File: src/rtl/cpu_defs.sv
// -----------------------------------------------------------------------------
// cpu_defs
//   Definitions shared by the fetch stage and its branch predictor: reset PC,
//   NOP / HLT encodings, 2-bit branch-history counter encodings with their
//   saturating update, and the IF/ID pipeline register layout.
// -----------------------------------------------------------------------------
package cpu_defs;

    localparam logic [15:0] RST_PC   = 16'h0000;
    localparam logic [15:0] NOP_INST = 16'h0000;
    localparam logic [3:0]  OPC_HLT  = 4'hF;

    // 2-bit branch-history counter states; bit 1 is the taken prediction.
    typedef enum logic [1:0] {
        SNT = 2'b00,
        WNT = 2'b01,
        WT  = 2'b10,
        ST  = 2'b11
    } bht_ctr_e;

    // Saturating counter step: 00..11, never wraps.
    function automatic logic [1:0] bht_next(input logic [1:0] ctr, input logic taken);
        logic [1:0] nxt;
        if (taken) begin
            nxt = (ctr == ST)  ? ST  : ctr + 2'b01;
        end else begin
            nxt = (ctr == SNT) ? SNT : ctr - 2'b01;
        end
        return nxt;
    endfunction

    // IF/ID pipeline register contents.
    typedef struct packed {
        logic [15:0] inst;
        logic [15:0] pc_curr;
        logic [15:0] pc_next;
        logic        pred_taken;
        logic [15:0] pred_target;
    } if_id_t;

endpackage

File: src/rtl/branch_predictor.sv
// -----------------------------------------------------------------------------
// branch_predictor
//   Direct-mapped 2-bit BHT plus tagged BTB, 2**IDX_W entries indexed by
//   pc[IDX_W:1]. The lookup port is purely combinational; the train port
//   writes on the rising clock edge, so a same-cycle lookup of the index being
//   trained sees the pre-edge contents.
// Ports
//   clk, rst_n        clock, asynchronous active-low reset
//   lookup_pc         PC being fetched
//   pred_taken        tag hit and counter in a taken state
//   pred_target       BTB target when predicted taken, else lookup_pc + 2
//   train_pc          PC (bits 15:1) of the branch being resolved
//   train_bht         step the counter toward train_taken
//   train_btb         write target/tag and mark entry valid
//   train_taken       resolved direction
//   train_target      resolved branch target
// -----------------------------------------------------------------------------
module branch_predictor
    import cpu_defs::*;
#(
    parameter int IDX_W = 4
) (
    input  logic        clk,
    input  logic        rst_n,
    input  logic [15:0] lookup_pc,
    output logic        pred_taken,
    output logic [15:0] pred_target,
    input  logic [15:1] train_pc,
    input  logic        train_bht,
    input  logic        train_btb,
    input  logic        train_taken,
    input  logic [15:0] train_target
);

    localparam int ENTRIES = 2 ** IDX_W;
    localparam int TAG_W   = 16 - IDX_W - 1;

    logic [1:0]       bht_q    [ENTRIES];
    logic             valid_q  [ENTRIES];
    logic [TAG_W-1:0] tag_q    [ENTRIES];
    logic [15:0]      target_q [ENTRIES];

    logic [IDX_W-1:0] lookup_idx;
    logic [TAG_W-1:0] lookup_tag;
    logic [IDX_W-1:0] train_idx;
    logic [TAG_W-1:0] train_tag;
    logic             hit;

    assign lookup_idx = lookup_pc[IDX_W:1];
    assign lookup_tag = lookup_pc[15:IDX_W+1];
    assign train_idx  = train_pc[IDX_W:1];
    assign train_tag  = train_pc[15:IDX_W+1];

    assign hit         = valid_q[lookup_idx] && (tag_q[lookup_idx] == lookup_tag);
    assign pred_taken  = hit && bht_q[lookup_idx][1];
    // PC + 2 wraps naturally at 16 bits (FFFE -> 0000).
    assign pred_target = pred_taken ? target_q[lookup_idx] : lookup_pc + 16'd2;

    // NOTE: non-blocking assignments for all clocked state so every register
    // samples pre-edge values regardless of process ordering.
    always_ff @(posedge clk or negedge rst_n) begin
        if (!rst_n) begin
            for (int i = 0; i < ENTRIES; i++) begin
                bht_q[i]   <= WNT;
                valid_q[i] <= 1'b0;
            end
        end else begin
            if (train_bht) begin
                bht_q[train_idx] <= bht_next(bht_q[train_idx], train_taken);
            end
            if (train_btb) begin
                valid_q[train_idx] <= 1'b1;
            end
        end
    end

    // NOTE: tag/target arrays are deliberately left unreset; valid_q gates
    // every use, so clearing them would only cost reset fan-out.
    always_ff @(posedge clk) begin
        if (train_btb) begin
            tag_q[train_idx]    <= train_tag;
            target_q[train_idx] <= train_target;
        end
    end

endmodule

File: src/rtl/fetch_stage.sv
// -----------------------------------------------------------------------------
// fetch_stage
//   Instruction fetch with dynamic branch prediction and the IF/ID register.
//   Holds the PC, presents it to instruction memory, chooses the next PC
//   (stall > redirect > HLT hold > prediction) and trains the predictor with
//   decode's resolution of the branch currently in ID.
// Ports
//   clk, rst_n                 clock, asynchronous active-low reset
//   stall                      hold PC and IF/ID, suppress training
//   imem_addr / imem_data      instruction memory address (= PC) / word
//   actual_taken               branch in ID resolved taken
//   branch_target              resolved target of branch in ID
//   wen_BTB / wen_BHT          train BTB / BHT for branch in ID
//   update_PC                  mispredict: redirect PC and flush IF/ID
//   IF_ID_*                    registered instruction, its PC, PC+2,
//                              prediction and predicted next PC
// -----------------------------------------------------------------------------
module fetch_stage
    import cpu_defs::NOP_INST;
    import cpu_defs::OPC_HLT;
    import cpu_defs::if_id_t;
#(
    parameter int          IDX_W  = 4,
    parameter logic [15:0] RST_PC = cpu_defs::RST_PC
) (
    input  logic        clk,
    input  logic        rst_n,
    input  logic        stall,
    output logic [15:0] imem_addr,
    input  logic [15:0] imem_data,
    input  logic        actual_taken,
    input  logic [15:0] branch_target,
    input  logic        wen_BTB,
    input  logic        wen_BHT,
    input  logic        update_PC,
    output logic [15:0] IF_ID_pc_inst,
    output logic [15:0] IF_ID_pc_curr,
    output logic [15:0] IF_ID_pc_next,
    output logic        IF_ID_predicted_taken,
    output logic [15:0] IF_ID_predicted_target
);

    logic [15:0] pc_q;
    logic [15:0] pc_d;
    if_id_t      if_id_q;
    if_id_t      if_id_d;
    logic        pred_taken;
    logic [15:0] pred_target;
    logic        is_hlt;

    branch_predictor #(
        .IDX_W(IDX_W)
    ) u_bp (
        .clk          (clk),
        .rst_n        (rst_n),
        .lookup_pc    (pc_q),
        .pred_taken   (pred_taken),
        .pred_target  (pred_target),
        .train_pc     (if_id_q.pc_curr[15:1]),
        .train_bht    (wen_BHT && !stall),
        .train_btb    (wen_BTB && !stall),
        .train_taken  (actual_taken),
        .train_target (branch_target)
    );

    assign is_hlt = (imem_data[15:12] == OPC_HLT);

    // NOTE: every output of this block gets a hold default first, so no path
    // leaves a signal unassigned and no latch is inferred.
    always_comb begin
        pc_d    = pc_q;
        if_id_d = if_id_q;
        if (!stall) begin
            if (update_PC) begin
                // Not-taken redirect resumes at the fall-through of the branch in ID.
                pc_d    = actual_taken ? branch_target : if_id_q.pc_next;
                if_id_d = '0;
                if_id_d.inst = NOP_INST;
            end else begin
                // HLT keeps re-fetching itself; decode stops on it.
                pc_d    = is_hlt ? pc_q : pred_target;
                if_id_d = '{
                    inst:        imem_data,
                    pc_curr:     pc_q,
                    pc_next:     pc_q + 16'd2,
                    pred_taken:  pred_taken,
                    pred_target: pred_target
                };
            end
        end
    end

    always_ff @(posedge clk or negedge rst_n) begin
        if (!rst_n) begin
            pc_q    <= RST_PC;
            if_id_q <= '0;
        end else begin
            pc_q    <= pc_d;
            if_id_q <= if_id_d;
        end
    end

    assign imem_addr              = pc_q;
    assign IF_ID_pc_inst          = if_id_q.inst;
    assign IF_ID_pc_curr          = if_id_q.pc_curr;
    assign IF_ID_pc_next          = if_id_q.pc_next;
    assign IF_ID_predicted_taken  = if_id_q.pred_taken;
    assign IF_ID_predicted_target = if_id_q.pred_target;

endmodule

File: config.mk
export PLATFORM = sky130hd
export DESIGN_NAME = fetch_stage
export DESIGN_NICKNAME = d
export VERILOG_FILES = /design/src/rtl/cpu_defs.sv /design/src/rtl/branch_predictor.sv /design/src/rtl/fetch_stage.sv
export SDC_FILE = /design/constraint.sdc
export NUM_CORES = 1
export LEC_CHECK = 0
export CAP_MARGIN = 10
export CORE_UTILIZATION = 54
export CTS_CLUSTER_SIZE = 20
export DETAILED_ROUTE_END_ITERATION = 7
export PLACE_DENSITY = 0.83
export SYNTH_ARGS = -nofsm -noshare
export SYNTH_HDL_FRONTEND = slang
export SYNTH_HIERARCHICAL = 1
export SYNTH_SLANG_ARGS = --single-unit
File: constraint.sdc
create_clock -name clk -period 3.92 [get_ports clk]
set_input_delay 0.392 -clock clk [delete_from_list [all_inputs] [get_ports clk]]
set_output_delay 0.392 -clock clk [all_outputs]
set_load 0.01 [all_outputs]
# Yosys cells after proc, flatten, opt, wreduce, memory -nomap -nowiden
# Memory sizes are Yosys's and may differ from the RTL's.
# Index checks and enable logic that the tools add are counted.
word_totals:
  out_inout_bits: 81
  ramBits: 432
  memories: 2
  input_bits: 39
  regBits: 129
  wordCells: 87
mem_list:
  columns: ["name", "depth", "width", "rd", "rd_ports_with_merged_regs", "wr", "line_no", "rtl"]
  rows:
  - ["u_bp.target_q", 16, 16, 1, 0, 1, "branch_predictor.sv:41", "logic [15:0] target_q [ENTRIES];"]
  - ["u_bp.tag_q", 16, 11, 1, 0, 1, "branch_predictor.sv:40", "logic [TAG_W-1:0] tag_q [ENTRIES];"]
op_classes:
  mux: 25
  bitwise_logic: 4
  n_reduce_logical: 8
  addsub: 3
  eq_ne: 4
  order_cmp: 3
ops:
  columns: ["cell", "count"]
  rows:
  - ["$mux 65", 1]
  - ["$mux 16", 4]
  - ["$bwmux 32", 1]
  - ["$mux 2", 9]
  - ["$add 16x2->16 const B", 1]
  - ["$bmux 2 s4", 2]
  - ["$or 16x16->16", 1]
  - ["$eq 11x11->1", 1]
  - ["$ge 5x5->1 const B", 2]
  - ["$not 4->5", 2]
  - ["$demux 2 s4", 1]
  - ["$logic_and 1x1->1", 5]
  - ["$lt 5x1->1 const B", 1]
  - ["$mux 1", 5]
  - ["$bmux 1 s4", 1]
  - ["$demux 1 s4", 1]
  - ["$eq 4x4->1 const B", 1]
  - ["$add 2x1->2 const B", 1]
  - ["$eq 2x2->1 const B", 1]
  - ["$logic_not 2->1", 1]
  - ["$ne 2x2->1 const B", 1]
  - ["$reduce_and 2->1", 1]
  - ["$sub 2x1->2 const B", 1]
  - ["$logic_not 1->1", 1]
  - ["$not 1->1", 1]

# Depth between registers and ports, before layout
# Gate-level depths: netlist of run 1.
logic_depth:
  word_depth: 9
  depth_mapped: 13
  ltp_nobuf: 9

# By module
# Netlist of run 1, hierarchy kept.
modules_own_cells:
  columns: ["mod", "area_each_um2", "n_inst", "seq_area_each_um2", "cells_per_inst"]
  rows:
  - ["branch_predictor", 19596.3, 1, 14193.6, 946]
  - ["fetch_stage", 3704.8, 1, 2001.9, 376]

# Worst setup path before layout of run 1
# OpenSTA, ideal clock, no wires.
synth_timing:
  kind: "input to register"
  from: "input stall"
  to: "memory u_bp/tag_q[0][0] in the netlist's numbering (enable)"
  setup_ns: 0.446
  slack_ns: 0.114
  n_path_buf: 2
  stages: 5
  required_time_ns: 3.474
  arrival_time_ns: 3.360
  path_cell_list: "clkbuf_1 > buf_2 > nor2b_1 > or3b_2 > nor3_1"
synth_via:
  elab_chain_len: 4
synth_rtl:
  columns: ["element", "line_no", "rtl"]
  rows:
  - ["start: declaration", "fetch_stage.sv:28", "input logic stall,"]
  - ["$logic_not 1->1", null, null]
  - ["$logic_and 1x1->1", "fetch_stage.sv:61", ".train_btb (wen_BTB && !stall),"]
  - ["$mux 1", "branch_predictor.sv:80", "if (train_btb) begin"]
  - ["$mux 1 (not written as such)", "branch_predictor.sv:81", "tag_q[train_idx] <= train_tag;"]
  - ["end: declaration", "branch_predictor.sv:40", null]
# Every way passes these cells.

# Final worst setup path of run 1
layout_timing:
  from: "register pc_q[2], in the netlist imem_addr[2]"
  to: "register pc_q[14], in the netlist imem_addr[14]"
layout_via:
  elab_chain_len: 9
  word_cells_on_any_way: 16
  cone_classes: "add/sub: 1; eq/ne: 1; mux: 9; bitwise: 1; reduce/logical: 2; memory: 2"
layout_rtl:
  columns: ["element", "line_no", "rtl"]
  rows:
  - ["start: declaration", "fetch_stage.sv:43", "logic [15:0] pc_q;"]
  - ["start signal: assignment", "fetch_stage.sv:98", "pc_q <= pc_d;"]
  - ["parallel branches: the longest is 6 deep, another holds $mem_v2 16x11", null, null]
  - ["$mux 16 *", "branch_predictor.sv:57", "assign pred_target = pred_taken ? target_q[lookup_idx] : lookup_pc + 16'd2;"]
  - ["via pred_target[14]", "fetch_stage.sv:48", "logic [15:0] pred_target;"]
  - ["$mux 16 *", "fetch_stage.sv:81", "pc_d = is_hlt ? pc_q : pred_target;"]
  - ["$mux 16 *", "fetch_stage.sv:74", "if (update_PC) begin"]
# Mark *: on every way through the listed nets, which the timed path passes. The select of a mux whose other input is x is not followed.
# A chain may end at the register's enable or synchronous reset.

==> results of run 1 <==
## cell usage after synthesis (18+ instances only)
cell	number
nand2_1	107
a22o_1	20
nand2b_1	49
xnor2_1	23
nand3_1	21
dfrtp_1	112
nor2_1	28
o21ai_0	76
mux4_2	132
clkbuf_1	41
mux2_2	39
xor2_1	19
mux2i_1	44
edfxtp_1	432
or2_2	18
## power groups by stage
stage	Clock [mW]	Sequential (mW)	Combinational (mW)
6_report	5.31	7.13	2.33
5_1_grt	5.59	7.17	2.48
4_1_cts	5.36	7.12	2.32
3_5_place_dp	0	7.24	2.29
3_3_place_gp	0	7.22	2.25
2_1_floorplan	0	7.10	1.52
## routing by layer
metal  track usage, %  vias up  share of wire, %
met4             8.66        0               3.0
li1                 -     5468                 -
met2             41.5      926                47
met5                0        -                 0
met1             38.8     6973                39
met3             6.61      127                12
## layout make-up
class	instances	area (µm²)	area share, %
Inverter	8	30.0	0.110
Tap cell	539	674	2.47
Timing Repair Buffer	174	1740	6.37
Clock inverter	18	184	0.674
Multi-Input combinational cell	678	6820	25.0
Sequential cell	560	16200	59.4
Clock buffer	86	1650	6.03
## flip-flops by register name (all words and copies together), names as in the netlist
name                    cells
u_bp/target_q             256
u_bp/tag_q                176
u_bp/bht_q                 32
IF_ID_pc_curr              16
IF_ID_pc_inst              16
IF_ID_predicted_target     16
imem_addr                  16
u_bp/valid_q               16
IF_ID_pc_next              15
IF_ID_predicted_taken       1
## layout by cell type (no fill, tap or decap), types with 19 or more instances in the layout
master / instances
clkdlybuf4s50_1: 116
mux2_2: 39
buf_4: 44
nand2b_1: 49
o21ai_0: 76
nand2_1: 107
edfxtp_1: 432
clkbuf_1: 19
nand3_1: 21
clkbuf_16: 58
mux2i_1: 44
xor2_1: 19
dfrtp_1: 108
mux4_2: 132
xnor2_1: 23
a22o_1: 20
## worst max path at each step
stage                 start               end  slack (ns)  depth (start not counted)
6_report       imem_addr[2]     imem_addr[14]        0.23                         11
5_1_grt        imem_addr[2]      imem_addr[1]        0.07                         11
4_1_cts        imem_addr[2]     imem_addr[14]        0.30                         11
3_5_place_dp   imem_addr[2]      imem_addr[1]        0.34                         11
3_3_place_gp   imem_addr[1]      imem_addr[8]        0.38                          7
2_1_floorplan         stall  u_bp/tag_q[0][0]        0.11                          5
## through the flow
step                hold WS [ns]  area (µm²)
finish                     0.247       27300
detailed placement         0.452       25500
floorplan                 0.0964       23300
global route               0.263       27300
CTS                        0.228       27300
global placement           0.451       25500
## worst max-delay path: stages, from the launching register on
cell       delay (ns)
dfrtp_4          0.75
buf_4            0.31
mux4_2           0.33
mux2i_1          0.19
xor2_1           0.17
nand2_1          0.13
nor3_1           0.48
o2111ai_4        0.27
buf_12           0.25
mux2_4           0.32
o21ai_0          0.21
o21ai_0          0.12
## logic make-up after synthesis
| logic type | after synthesis |
|---|---|
| muxes | 225 |
| AOI/OAI and AO/OA | 126 |
| and+or+nand+nor | 281 |
| xor gates and xnor gates | 42 |
| buffers and inverters | 84 |
| adders and majority gates | 4 |
| DFF | 560 |
==> impl_metrics.yaml, run 1 <==
outcome:
  status: "finished, final reports clean"
routing:
  viasPerCell: 6.54
  drt-total-wl_um: 58200
  dr.pass1.iters: 5
  wire_per_inst_um: 28.2
  vias: 13494
  route.detailed.drc: 0
  drt_iter0_drc: 1457
  ant_nets: 0
pwr:
  ir_worst_vdd_uv: 436
  clockPowerShare_pct: 36.0
  intPower_mw: 11.0
  comb_power_share_pct: 15.8
  p_sw_share_pct: 25.5
  seq_power_share_pct: 48.3
  p_per_area_mw_per_mm2: 541
  finalPower_mw: 14.8
  power.switching_mw: 3.76
  leakage_nw: 9.52
cts:
  postCtsHoldBufs: 1
  clk_latency_ns: 0.62
  cts_tree: "built"
  ctsHtreeMaxLevel: 2
  clockRootBuffer: "clkbuf_16"
  cts_sinks: 560
  cts.path.max_buffers: 3
  cts_setup_buffers: 0
  numCtsBuffers: 55
  cts_resized: 0
  clk_pin_slew_ns: 0.07
setup_path:
  r2r-start: "imem_addr[2]"
  arrival_ns: 4.17
  end_kind: "flip-flop"
  rrSetupSlack_ns: 0.23
  path_class: "reg2reg"
  worst-endpoint-required_ns: 4.40
  timing.rr.end: "imem_addr[14]"
  critPathLaunchType: "flip-flop"
  r2r_cells: 11
  cp_max_fo: 24
logic_synthesis:
  yosysSeqAreaShare_pct: 69.5
  syn_inst: 1322
  yosys.area_share.xor_xnor_pct: 1.58
  synth.top_cell.area_share_pct: 55.7
  synth-simple-area-share_pct: 6.33
  synth_top_flop_cell: "edfxtp_1"
  ys_types: 63
  yosys.area.top_type: "edfxtp_1"
  synth_fa_ha_area_share_pct: 0.193
  synth-seq-cells: 560
  synth_top_family_by_area: "multiplexers"
  synthArstFlopShare_pct: 22.9
  avgSynthCellArea_um2: 17.6
  synth_fp_nets: 1363
  muxShareOfSynthArea_pct: 17.2
  synth_edf_count: 432
  synth_warnings: 6
  synth-compound-area-share_pct: 3.50
  syn_area_mm2: 0.0233
  synthTopCellsByArea: "edfxtp_1 (56%), mux4_2 (13%), dfrtp_1 (12%), mux2i_1 (1.9%), mux2_2 (1.9%)"
layout:
  antennaDiodeCount: 0
  nFillCells: 2792
  drive_above_1_share_pct: 25.5
  syn_to_final_growth_pct: 17.1
  nNetsFinal: 1518
  layoutNonFillerInstCount: 2063
  utilization_pct: 64.6
die:
  ios: 120
  design.core.area_mm2: 0.0422
  floorplan.rows: 75
  start_util_pct: 55.2
  die-area_mm2: 0.0440
  die_y_um: 210
  die-width_um: 210
place:
  portBuffers: 119
  pre_cts_slack_ns: 0.340
  dpl.cell_count: 1958
  hpwl_um: 34000
  globalplace.congestion: 0.877
sta:
  fin_crit_ns: 3.69
  rsz0062_at_grt: "no"
  worst_slack_ns: 0.234
  fin_crit_sh_pct: 94.0
  finalMaxSlewViolations: 0
  slew-limit-headroom_pct: 30.9
  tightestPinTransition_ns: 1.04
  hold_violations: 0
  fin_skew_ns: 0.0321
  max_freq_mhz: 271
  setup-tns-final_ns: 0
  setup_viol: 0
min_path:
  min_to: "IF_ID_pc_inst[1]"
  hp-start: "stall"
  hold_class: "in2reg"
  hold_depth: 3
global_route:
  grt_max_degree: 86
  grt_usage_pct: 27.1
  grt_pass1_wl_um: 87100
  grt_pass1_vias: 13590
  antenna_found_initial: 0
  globalRoute.totalOverflow: 0
job:
  maxCapViolCount: 0
Power figures use the tool's default switching activity.
==> inputs of run 2 (changes only) <==
--- a/config.mk
+++ b/config.mk
@@ -5,7 +5,7 @@
 export SDC_FILE = /design/constraint.sdc
 export NUM_CORES = 1
 export LEC_CHECK = 0
-export CAP_MARGIN = 10
+export CORE_MARGIN = 5
 export CORE_UTILIZATION = 54
 export CTS_CLUSTER_SIZE = 20
 export DETAILED_ROUTE_END_ITERATION = 7
==> run 2 against run 1 <==
Against the previous run:
- combinational power barely moved
- sequential power barely moved
- power fell by 1.6%
- clock power fell by 4.3%
- first-iteration DRC count rose by 15%
- non-clock buffer count rose by 4
- maximum frequency rose by 0.66%
- wire length rose by 2.1%
==> impl_metrics.yaml, run 2 (same netlist as run 1, synthesis figures left out) <==
global_route:
  grt.busiest_layer: "met2"
  use_met2_pct: 40.2
  globalRoute.totalOverflow: 0
  use_met1_pct: 35.1
  use_met3_pct: 5.90
  grt_max_degree: 93
  grt_pass1_wl_um: 89000
  antenna_found_initial: 2
  grt_usage_pct: 25.2
  grt_pass1_vias: 13628
setup_path:
  critPathLaunchType: "flip-flop"
  path_class: "reg2reg"
  end_kind: "flip-flop"
  critPathMaxStageDelay_ns: 0.78
  cp_max_fo: 30
  r2r-start: "imem_addr[2]"
  worst-endpoint-required_ns: 4.38
  path_delay_family: "compound AO/OA/AOI/OAI gates"
  cp-startpoint: "imem_addr[2]"
  arrival_ns: 4.12
  critPathBufInv: 2
  slowest_stage: "dfrtp_4"
  crit_chain: "buf_4 -> mux4_2 -> or2_2 -> a21oi_1 -> o2111ai_1 -> nor4_4 -> o2111ai_4 -> buf_4 -> mux2_2 -> o21ai_0 -> o21ai_0"
cts:
  numCtsBuffers: 53
  cts_tree: "built"
  cts_sinks: 560
  ctsHtreeMaxLevel: 2
  clk_pin_slew_ns: 0.06
  clk_latency_ns: 0.62
  clockRootBuffer: "clkbuf_16"
  cts.path.max_buffers: 3
layout:
  syn_to_final_growth_pct: 16.7
  utilization_pct: 63.4
  final_cell_mix: "edfxtp_1 (432), mux4_2 (132), clkdlybuf4s50_1 (116)"
  reg_top3: "u_bp/target_q (256), u_bp/tag_q (176), u_bp/bht_q (32)"
  largest_reg_flops: 256
  mostFrequentLayoutCell: "edfxtp_1"
  nNetsFinal: 1520
  layoutNonFillerInstCount: 2107
  drive_above_1_share_pct: 25.3
  largest_register: "u_bp/target_q"
pwr:
  leakage_nw: 9.47
  ir_worst_vdd_uv: 352
  p_per_area_mw_per_mm2: 534
place:
  hpwl_um: 35900
  dpl.cell_count: 2008
  portBuffers: 119
  globalplace.congestion: 0.881
die:
  ios: 120
  die-area_mm2: 0.0474
  design.core.area_mm2: 0.0429
  floorplan.rows: 76
  die-width_um: 218
  start_util_pct: 54.3
  die_y_um: 218
routing:
  dr.pass1.iters: 5
  ant_nets: 0
  drt-total-wl_um: 59400
  wire_per_inst_um: 28.2
  vias: 13388
  viasPerCell: 6.35
  drt_iter0_drc: 1671
  route.detailed.drc: 0
sta:
  max_freq_mhz: 273
  fin_skew_ns: 0.0229
  holdWs_ns: 0.170
  tightestPinTransition_ns: 1.10
  hold_violations: 0
  fin_crit_sh_pct: 93.4
  setup_viol: 0
  setup-tns-final_ns: 0
  slew-limit-headroom_pct: 26.9
  rsz0062_at_grt: "no"
  finalMaxSlewViolations: 0
  fin_crit_ns: 3.66
job:
  maxCapViolCount: 0
min_path:
  hold_class: "in2reg"
  hp-start: "stall"
outcome:
  status: "finished, final reports clean"
[run 2: cell count changes in the layout (fill, tap and decap cells not counted), moves of 2 or more]
cell and delta:
buf_4 +11, buf_12 -7, clkbuf_1 +3, clkbuf_16 -3
clkinv_2 -3, inv_6 -3, clkinv_1 -2
[run 2: repair_timing]
| item | 4_1_cts | 5_1_grt |
|---|---|---|
| gates resized for setup | 0 | 0 |
| setup buffers | 0 | 0 |
| hold endpoints to repair | 56 | 0 |
| hold buffers | 1 | 0 |
[run 2: cell type report]
type                            count  area [µm²]
Tap cell                          585         732
Antenna cell                        1        2.50
Sequential cell                   560       16200
Clock inverter                     11         155
Clock buffer                       86        1580
Inverter                            8        30.0
Timing Repair Buffer              178        1680
Fill cell                        2863       15700
Multi-Input combinational cell    678        6820
[run 2: worst register-to-register path: cells and delay by family, from the launching register on]
family,cells,cell delay (ns)
mux,2,0.70
compound gates,5,0.81
simple gates,2,0.56
buf+inv,2,0.67
flops,1,0.78
[run 2: power by group]
| part | switching [mW] | internal (mW) | total, mW |
|---|---|---|---|
| registers | 0.399 | 6.75 | 7.15 |
| logic | 1.15 | 1.15 | 2.30 |
| clock network | 2.18 | 2.91 | 5.08 |
[run 2: stage by stage]
step                setup WS [ns]  power, mW  instance area (µm²)
detailed placement          0.350       9.53                25500
floorplan                   0.114       8.62                23300
CTS                         0.269       14.6                27200
global route               0.0388       15.0                27200
global placement            0.471       9.44                25500
finish                      0.258       14.5                27200
[run 2: per-layer routing]
metal  routed length (µm)  vias to the layer above
li1                     -                     5467
met5                    0                        -
met3                 6790                      135
met2                28400                      877
met1                22300                     6909
met4                 1870                        0
[run 2: worst paths after layout]
kind | end | slack (ns) | cells after the start
min in group asynchronous | u_bp/valid_q[5] | 0.41 | 2
max in group asynchronous | imem_addr[11] | 2.70 | 3
setup / recovery | imem_addr[3] | 0.26 | 11
hold reg to reg | u_bp/valid_q[11] | 0.47 | 1
hold / removal | IF_ID_pc_inst[8] | 0.17 | 3
setup reg to reg | imem_addr[3] | 0.26 | 11
